<file path="src/rtl/uart_tx_packet_framer.sv">
// ---------------------------------------------------------------------------
// uart_tx_packet_framer
// Producer-side packet framer for the framed UART TX wrapper (head/tail/
// length-FIFO variant), fifo_uart_tx_clk domain. Wraps a payload byte stream
// as HEAD(2) LEN(2) PAYLOAD(L) [CSUM(1)] TAIL(2), one byte per cycle, and
// drives the wrapper's start/end strobes plus its wren/wren_r1 pair so the
// wrapper's length FIFO counts exactly the frame's byte total.
//
// Build option:
//   UART_FRAMER_CHECKSUM_EN  defined   -> 8-bit checksum byte after payload
//                            undefined -> TAIL follows the payload directly
//
// Ports:
//   fifo_uart_tx_clk        in   clock
//   rst_n_i                 in   async active-low reset
//   pkt_start_i             in   frame request strobe, samples pkt_len_i
//   pkt_len_i[15:0]         in   payload length L (1..MAX_LEN)
//   s_data_i[7:0]           in   payload byte
//   s_valid_i               in   payload byte valid
//   s_ready_o               out  payload byte accepted when valid&ready
//   fifo_uart_tx_prog_full  in   wrapper FIFO back-pressure
//   uart_tx_wren_start      out  frame-start strobe
//   fifo_uart_tx_wren       out  byte-emit pulse (counted by the wrapper)
//   fifo_uart_tx_wren_r1    out  wren delayed one cycle (data write)
//   fifo_uart_tx_data[7:0]  out  byte aligned with fifo_uart_tx_wren_r1
//   uart_tx_wren_end        out  frame-end strobe, with the last wren_r1
//   busy_o                  out  frame in progress
//   err_len_o               out  start rejected because of an illegal length
// ---------------------------------------------------------------------------
module uart_tx_packet_framer #(
   parameter logic [15:0] HEAD_WORD = 16'hEB90,
   parameter logic [15:0] TAIL_WORD = 16'h0D0A,
   parameter int unsigned MAX_LEN   = 1024
) (
   input  logic        fifo_uart_tx_clk,
   input  logic        rst_n_i,
   input  logic        pkt_start_i,
   input  logic [15:0] pkt_len_i,
   input  logic [7:0]  s_data_i,
   input  logic        s_valid_i,
   output logic        s_ready_o,
   input  logic        fifo_uart_tx_prog_full,
   output logic        uart_tx_wren_start,
   output logic        fifo_uart_tx_wren,
   output logic        fifo_uart_tx_wren_r1,
   output logic [7:0]  fifo_uart_tx_data,
   output logic        uart_tx_wren_end,
   output logic        busy_o,
   output logic        err_len_o
);

   localparam int unsigned LEN_W  = 16;
   localparam int unsigned BYTE_W = 8;

   typedef enum logic [3:0] {
      ST_IDLE,
      ST_START,
      ST_HEAD0,
      ST_HEAD1,
      ST_LEN0,
      ST_LEN1,
      ST_PAY,
`ifdef UART_FRAMER_CHECKSUM_EN
      ST_CSUM,
`endif
      ST_TAIL0,
      ST_TAIL1,
      ST_END
   } state_t;

   state_t              state_q;
   logic [LEN_W-1:0]    len_q;
   logic [LEN_W-1:0]    cnt_q;
   logic [BYTE_W-1:0]   stage_q;
   logic [BYTE_W-1:0]   data_q;
   logic                wren_q;
   logic                wren_r1_q;
   logic                start_q;
   logic                end_q;
   logic                busy_q;
   logic                err_q;
`ifdef UART_FRAMER_CHECKSUM_EN
   logic [BYTE_W-1:0]   csum_q;
`endif

   logic                len_ok_c;
   logic                ready_c;
   logic                pay_acc_c;
   logic                last_pay_c;
   logic                emit_c;
   logic [BYTE_W-1:0]   byte_c;
   state_t              after_pay_c;

   // Length legality, payload handshake and the byte offered in each state
   always_comb begin
      len_ok_c    = 1'b0;
      ready_c     = 1'b0;
      pay_acc_c   = 1'b0;
      last_pay_c  = 1'b0;
      emit_c      = 1'b0;
      byte_c      = '0;
      after_pay_c = ST_TAIL0;

      len_ok_c   = (pkt_len_i != '0) && (pkt_len_i <= LEN_W'(MAX_LEN));
      ready_c    = (state_q == ST_PAY) && !fifo_uart_tx_prog_full;
      pay_acc_c  = ready_c && s_valid_i;
      // Leaving PAY on the L-th accept keeps ready low once the count reaches L
      last_pay_c = (cnt_q == (len_q - LEN_W'(1)));
`ifdef UART_FRAMER_CHECKSUM_EN
      after_pay_c = ST_CSUM;
`endif

      case (state_q)
         ST_HEAD0: begin byte_c = HEAD_WORD[15:8]; emit_c = !fifo_uart_tx_prog_full; end
         ST_HEAD1: begin byte_c = HEAD_WORD[7:0];  emit_c = !fifo_uart_tx_prog_full; end
         ST_LEN0:  begin byte_c = len_q[15:8];     emit_c = !fifo_uart_tx_prog_full; end
         ST_LEN1:  begin byte_c = len_q[7:0];      emit_c = !fifo_uart_tx_prog_full; end
         ST_PAY:   begin byte_c = s_data_i;        emit_c = pay_acc_c;               end
`ifdef UART_FRAMER_CHECKSUM_EN
         ST_CSUM:  begin byte_c = csum_q;          emit_c = !fifo_uart_tx_prog_full; end
`endif
         ST_TAIL0: begin byte_c = TAIL_WORD[15:8]; emit_c = !fifo_uart_tx_prog_full; end
         ST_TAIL1: begin byte_c = TAIL_WORD[7:0];  emit_c = !fifo_uart_tx_prog_full; end
         default:  begin byte_c = '0;              emit_c = 1'b0;                    end
      endcase
   end

   // Frame sequencer, emit pipeline (stage -> wren -> wren_r1/data) and strobes
   always_ff @(posedge fifo_uart_tx_clk or negedge rst_n_i) begin
      if (!rst_n_i) begin
         state_q   <= ST_IDLE;
         len_q     <= '0;
         cnt_q     <= '0;
         stage_q   <= '0;
         data_q    <= '0;
         wren_q    <= 1'b0;
         wren_r1_q <= 1'b0;
         start_q   <= 1'b0;
         end_q     <= 1'b0;
         busy_q    <= 1'b0;
         err_q     <= 1'b0;
`ifdef UART_FRAMER_CHECKSUM_EN
         csum_q    <= '0;
`endif
      end else begin
         start_q   <= 1'b0;
         end_q     <= 1'b0;
         err_q     <= 1'b0;
         wren_q    <= emit_c;
         wren_r1_q <= wren_q;
         if (emit_c) begin
            stage_q <= byte_c;
         end
         if (wren_q) begin
            data_q <= stage_q;
         end

         case (state_q)
            ST_IDLE: begin
               if (pkt_start_i) begin
                  if (len_ok_c) begin
                     len_q   <= pkt_len_i;
                     cnt_q   <= '0;
                     busy_q  <= 1'b1;
                     state_q <= ST_START;
`ifdef UART_FRAMER_CHECKSUM_EN
                     csum_q  <= pkt_len_i[15:8] + pkt_len_i[7:0];
`endif
                  end else begin
                     err_q <= 1'b1;
                  end
               end
            end
            // Start strobe lands one cycle ahead of the first possible wren
            ST_START: begin
               start_q <= 1'b1;
               state_q <= ST_HEAD0;
            end
            ST_HEAD0: if (emit_c) state_q <= ST_HEAD1;
            ST_HEAD1: if (emit_c) state_q <= ST_LEN0;
            ST_LEN0:  if (emit_c) state_q <= ST_LEN1;
            ST_LEN1:  if (emit_c) state_q <= ST_PAY;
            ST_PAY: begin
               if (pay_acc_c) begin
                  cnt_q <= cnt_q + LEN_W'(1);
`ifdef UART_FRAMER_CHECKSUM_EN
                  csum_q <= csum_q + s_data_i;
`endif
                  if (last_pay_c) begin
                     state_q <= after_pay_c;
                  end
               end
            end
`ifdef UART_FRAMER_CHECKSUM_EN
            ST_CSUM:  if (emit_c) state_q <= ST_TAIL0;
`endif
            ST_TAIL0: if (emit_c) state_q <= ST_TAIL1;
            ST_TAIL1: if (emit_c) state_q <= ST_END;
            // Last byte's wren is live here, so end_q rises with its wren_r1
            ST_END: begin
               end_q   <= 1'b1;
               busy_q  <= 1'b0;
               state_q <= ST_IDLE;
            end
            default: state_q <= ST_IDLE;
         endcase
      end
   end

   assign s_ready_o            = ready_c;
   assign uart_tx_wren_start   = start_q;
   assign fifo_uart_tx_wren    = wren_q;
   assign fifo_uart_tx_wren_r1 = wren_r1_q;
   assign fifo_uart_tx_data    = data_q;
   assign uart_tx_wren_end     = end_q;
   assign busy_o               = busy_q;
   assign err_len_o            = err_q;

endmodule

</file>
<file path="config.mk">
export PLATFORM = sky130hd
export DESIGN_NAME = uart_tx_packet_framer
export DESIGN_NICKNAME = d
export VERILOG_FILES = /design/src/rtl/uart_tx_packet_framer.sv
export SDC_FILE = /design/constraint.sdc
export NUM_CORES = 1
export LEC_CHECK = 0
export ABC_CLOCK_PERIOD_IN_PS = 5400
export CAP_MARGIN = 20
export CORE_AREA = 4 4 82 84
export CTS_CLUSTER_DIAMETER = 30
export CTS_CLUSTER_SIZE = 8
export DETAILED_ROUTE_END_ITERATION = 10
export DIE_AREA = 0 0 86 88
export GPL_TIMING_DRIVEN = 1
export PLACE_DENSITY_LB_ADDON = 0.08
export SYNTH_ARGS = -nofsm -noshare
export SYNTH_HDL_FRONTEND = slang
export SYNTH_SLANG_ARGS = --single-unit
</file>
<file path="constraint.sdc">
create_clock -name fifo_uart_tx_clk -period 5.4 [get_ports fifo_uart_tx_clk]
set_clock_uncertainty 0.15 [all_clocks]
set_input_delay 0.81 -clock fifo_uart_tx_clk [delete_from_list [all_inputs] [get_ports fifo_uart_tx_clk]]
set_output_delay 0.81 -clock fifo_uart_tx_clk [all_outputs]
set_load 0.05 [all_outputs]
</file>
=== Word-level counts from Yosys, hierarchy flattened ===
Cells that the tools add are included.

* Bits in registers: 58
* Input bits: 29
* Output and inout bits: 15
* Logic and storage cells: 72

* Add/sub/neg operators: 2
* Magnitude comparators: 1
* Equality and inequality tests: 20
* Mux-type cells: 25
* Reduce and logical (&&, ||, !) cells: 13

{| class="wikitable"
|+ Operator list
! kind !! count
|-
| case mux 8 bit (7 select lines) || 1
|-
| 2-to-1 mux 16 bit || 3
|-
| 2-to-1 mux 4 bit || 10
|-
| case mux 4 bit (9 select lines) || 1
|-
| case mux 16 bit (2 select lines) || 1
|-
| inequality test 2 bit (second input constant) || 10
|-
| adder 16 x 1 -> 16 bit (second input constant) || 1
|-
| == test 16 bit || 1
|-
| == test 4 x 3 -> 1 bit (second input constant) || 4
|-
| <= comparator 16 x 11 -> 1 bit (second input constant) || 1
|-
| nonzero test 16 bit || 1
|-
| subtractor 16 x 1 -> 16 bit (second input constant) || 1
|-
| AND reduction 10 bit || 1
|-
| == test 4 x 2 -> 1 bit (second input constant) || 2
|-
| == test 4 bit (second input constant) || 2
|-
| 2-to-1 mux 1 bit || 7
|-
| AND reduction 3 bit || 2
|-
| OR reduction 6 bit || 1
|-
| == test 4 x 1 -> 1 bit (second input constant) || 1
|-
| logical NOT 4 bit || 1
|-
| case mux 1 bit (2 select lines) || 2
|-
| AND reduction 4 bit || 1
|-
| nonzero test 2 bit || 2
|-
| logical AND 1 bit || 3
|-
| logical NOT 1 bit || 1
|}

=== Depth between registers and ports, before layout ===
* Word-level depth: 6
* Gate-level depth with buffers: 9
* Gate-level depth less buffers: 9

=== Least setup slack after synthesis ===
No wires, ideal clock.

* Path kind: input to register
* From: input pkt_len_i[7]
* To: register cnt_q[4]
* Arrival: 2.528 ns
* Required time: 5.120 ns
* Setup slack: 2.593 ns
* Stages on the path: 8
* Path buffers: 1
* Cells stage by stage: or4_4 -> o31a_1 -> nor4_2 -> and4b_1 -> buf_6 -> nor2_2 -> o21ai_1 -> o21ai_1

* Word-level cells in the longest chain between the ends: 4

{| class="wikitable"
|+ RTL lines
! what !! RTL line !! text
|-
| from (decl) || 38 || <nowiki>input logic [15:0] pkt_len_i,</nowiki>
|-
| <= comparator 16 x 11 -> 1 bit / nonzero test 16 bit (equally long branches) || 104 || <nowiki>len_ok_c = (pkt_len_i != '0) && (pkt_len_i <= LEN_W'(MAX_LEN));</nowiki>
|-
| logical AND 1 bit * || 104 ||
|-
| inequality test 2 bit (no source line) * || - ||
|-
| AND reduction 4 bit (no source line) * || - ||
|-
| to (signal assigned) || 185 || <nowiki>cnt_q <= cnt_q + LEN_W'(1);</nowiki>
|-
| to (decl) || 73 || <nowiki>logic [LEN_W-1:0] cnt_q;</nowiki>
|}

Mark *: on every way between the ends. The rest lies on a longest branch, timed or not.
A chain may end at the register's enable or synchronous reset.

=== Worst setup path after layout ===
* From: register state_q[2]
* To: output s_ready_o

* Word-level cells in the longest chain between the ends: 2

{| class="wikitable"
|+ RTL lines
! what !! RTL line !! text
|-
| from (decl) || 71 || <nowiki>state_t state_q;</nowiki>
|-
| from (signal assigned) || 190 || <nowiki>state_q <= after_pay_c;</nowiki>
|-
| == test 4 x 3 -> 1 bit || 105 || <nowiki>ready_c = (state_q == ST_PAY) && !fifo_uart_tx_prog_full;</nowiki>
|-
| logical AND 1 bit || 105 ||
|-
| to (decl) || 41 || <nowiki>output logic s_ready_o,</nowiki>
|}

No other way between the ends.

==> results.yml <==
status:
  status: "finished clean"
synth:
  ys_ff_latch: 58
  syn_area_um2: 3240
  synth_edf_count: 0
  synth_cells: 359
  avgSynthCellArea_um2: 9.02
  synthTopCellsByCount: "dfrtp_1, nand2_1, nor2_1"
  synth_seq_area_share_pct: 44.8
  yosysTopAreaCell: "dfrtp_1"
  synth_top_area_share_pct: 44.8
  ys.flop_type: "dfrtp_1"
  ys_top_cells_by_area: "dfrtp_1, nand2_1, xor2_1"
  synth_warnings: 0
  syn_nets: 390
  synth.most_common_cell: "dfrtp_1"
  ys_async_sr_fraction_pct: 100
  synth_cell_types: 52
hold_path:
  min_to: "stage_q[3]$_DFFE_PN0P_"
  hp-start: "stage_q[3]$_DFFE_PN0P_"
  hp-class: "reg2reg"
  whs_path_depth: 2
worst_setup_path:
  worstSetupPathType: "reg2out"
  rrSetupSlack_ns: 2.71
  end_kind: "output pin"
  cp.arrival_ns: 2.62
  crit_chain: "nand4bb_1 -> nor2_1 -> clkdlybuf4s50_1"
  cp.required_ns: 4.44
  r2r_cells: 7
  slowest_delay_ns: 0.86
  setup.worst_path.start_class: "register"
  r2r_start: "state_q[2]$_DFFE_PN0P_"
  timing.rr.end: "cnt_q[15]$_DFFE_PN0P_"
  slowest_stage: "clkdlybuf4s50_1"
  critPathMaxFanout: 23
cells_and_area:
  fillers: 525
  area_delta_synth_final_pct: 19.6
  n_antenna_cell: 0
  nets: 424
  drive_gt1_share_pct: 8.54
cts:
  cts_setup_buffers: 0
  cts_resized: 0
  cts_tree: "yes"
  ctsRootBufferMaster: "clkbuf_8"
  cts.reportedPaths.clkPinSlew_ns: 0.07
  cts_buffer_depth: 2
  h-tree-depth: 3
  clkSinkCount: 58
  clk_latency_ns: 0.34
  cts_buffers: 9
  holdBufCountCts: 0
detailed_routing:
  drc: 0
  viasPerCell: 5.58
  vias: 2640
  ant_nets: 0
  drtIter0Drc: 106
  wl_per_cell_um: 15.3
  drtPass1Iterations: 4
  wl_um: 7260
grt:
  grt_max_degree: 59
  grt_first_pass_wirelength_um: 12400
  first_global_vias: 2534
  antenna_found_initial: 0
  grt-ovfl-total: 0
  grt_use_total_pct: 21.2
pwr:
  p_leak_nw: 1.77
  power_density_nw_per_um2: 440
  irDropWorstVdd_uv: 328
die:
  row_count: 28
  start_util_pct: 54.7
  dieWidth_um: 86
  core_um2: 5920
  die_area_um2: 7570
  dieHeight_um: 88
  io_pins: 44
placed_design:
  hpwl_um: 5290
  portBuffers: 43
  gp_congestion: 0.841
timing:
  whs_ns: 0.325
  post-route-min-period_ns: 3.58
  slew_headroom_pct: 51.8
  tns_ns: 0
  setup_viol: 0
  slew_violations: 0
  rsz0062_at_grt: "false"
  worst_pin_slew_ns: 0.723
  hold_viol_final: 0
  timing.final.crit_share_pct: 66.4
  fmax_mhz: 279
run:
  maxCapViolations: 0
cells by family (layout without fill, tap and decap cells):
| family | after synthesis | in the layout | share of synthesized area, % |
|---|---|---|---|
| simple gates | 159 | 159 | 24.8 |
| compound gates | 62 | 62 | 11.9 |
| flops | 58 | 58 | 44.8 |
| xor+xnor | 34 | 34 | 9.20 |
| buf+inv | 31 | 70 | 4.21 |
| mux | 13 | 13 | 4.33 |
| fa+ha+maj | 2 | 2 | 0.773 |
worst max-delay path: cells and delay by family (launching register included):
family	cells	cell delay, ns
buffers and inverters	1	0.86
flip-flops	1	0.81
AND/OR/NAND/NOR	2	0.61
stage by stage:
step / utilization (%) / instance area, um2 / setup WS, ns / cells / power, mW
2_1_floorplan: - / 3240 / 2.59 / 359 / 1.12
3_3_place_gp: 62.0 / 3670 / 1.70 / 457 / 1.29
3_5_place_dp: 62.0 / 3670 / 1.60 / 457 / 1.31
4_1_cts: 65.4 / 3870 / 1.82 / 473 / 1.72
5_1_grt: 65.4 / 3870 / 1.68 / 473 / 1.82
6_report: 65.4 / 3870 / 1.82 / 473 / 1.71
report_power, final:
part           switching [mW]  leakage, nW  internal (mW)
Clock                   0.173        0.105          0.235
Combinational           0.354        0.897          0.265
Sequential              0.150        0.766          0.529
Total                   0.677         1.77           1.03
layer usage:
layer	global-route usage [%]	routed length, um	vias to the layer above
li1	-	-	1318
met1	28.8	3420	1265
met2	32.8	3410	50
met3	6.59	348	7
met4	6.04	85	0
met5	0	0	-
sequential cells by signal (all words and copies together), names as in the netlist:
register and cells:
uart_tx_wren_end 1, uart_tx_wren_start 1, cnt_q 16, fifo_uart_tx_wren_r1 1, len_q 16, fifo_uart_tx_wren 1
err_len_o 1, fifo_uart_tx_data 8, state_q 4, stage_q 8, busy_o 1
area by class of cell:
class	instances	area [um2]	share of cell area [%]
Clock inverter	5	52.6	1.36
Inverter	9	33.8	0.872
Sequential cell	58	1450	37.5
Tap cell	75	93.8	2.42
Timing Repair Buffer	45	440	11.4
Clock buffer	11	151	3.91
Multi-Input combinational cell	270	1650	42.6
cell usage in the layout (no fill, tap or decap), drive strengths merged, types with 3 or more instances in the layout:
cell           count
nor4b              3
and2               7
buf                3
o21ai             24
o31ai              3
clkbuf            11
a211oi             3
a31oi              5
nand2             57
clkdlybuf4s50     42
clkinv             3
nor2              35
or4                4
dfrtp             58
a21oi             11
mux2i              5
inv                9
nor3b              6
o41ai              3
nand4              5
mux2               8
xnor2             11
o22ai              3
nand3             10
nor3               8
nand2b             4
nor4               5
xor2              23
and3               5
worst max path at each step:
| stage | startpoint | to | slack (ns) | cells after the start |
|---|---|---|---|---|
| 2_1_floorplan | pkt_len_i[7] | cnt_q[4]$_DFFE_PN0P_ | 2.59 | 8 |
| 3_3_place_gp | pkt_len_i[7] | cnt_q[4]$_DFFE_PN0P_ | 1.70 | 8 |
| 3_5_place_dp | pkt_len_i[7] | cnt_q[4]$_DFFE_PN0P_ | 1.60 | 8 |
| 4_1_cts | state_q[2]$_DFFE_PN0P_ | s_ready_o | 1.82 | 3 |
| 5_1_grt | state_q[2]$_DFFE_PN0P_ | s_ready_o | 1.68 | 3 |
| 6_report | state_q[2]$_DFFE_PN0P_ | s_ready_o | 1.82 | 3 |
Note: power is estimated with default switching activity, not from simulation.
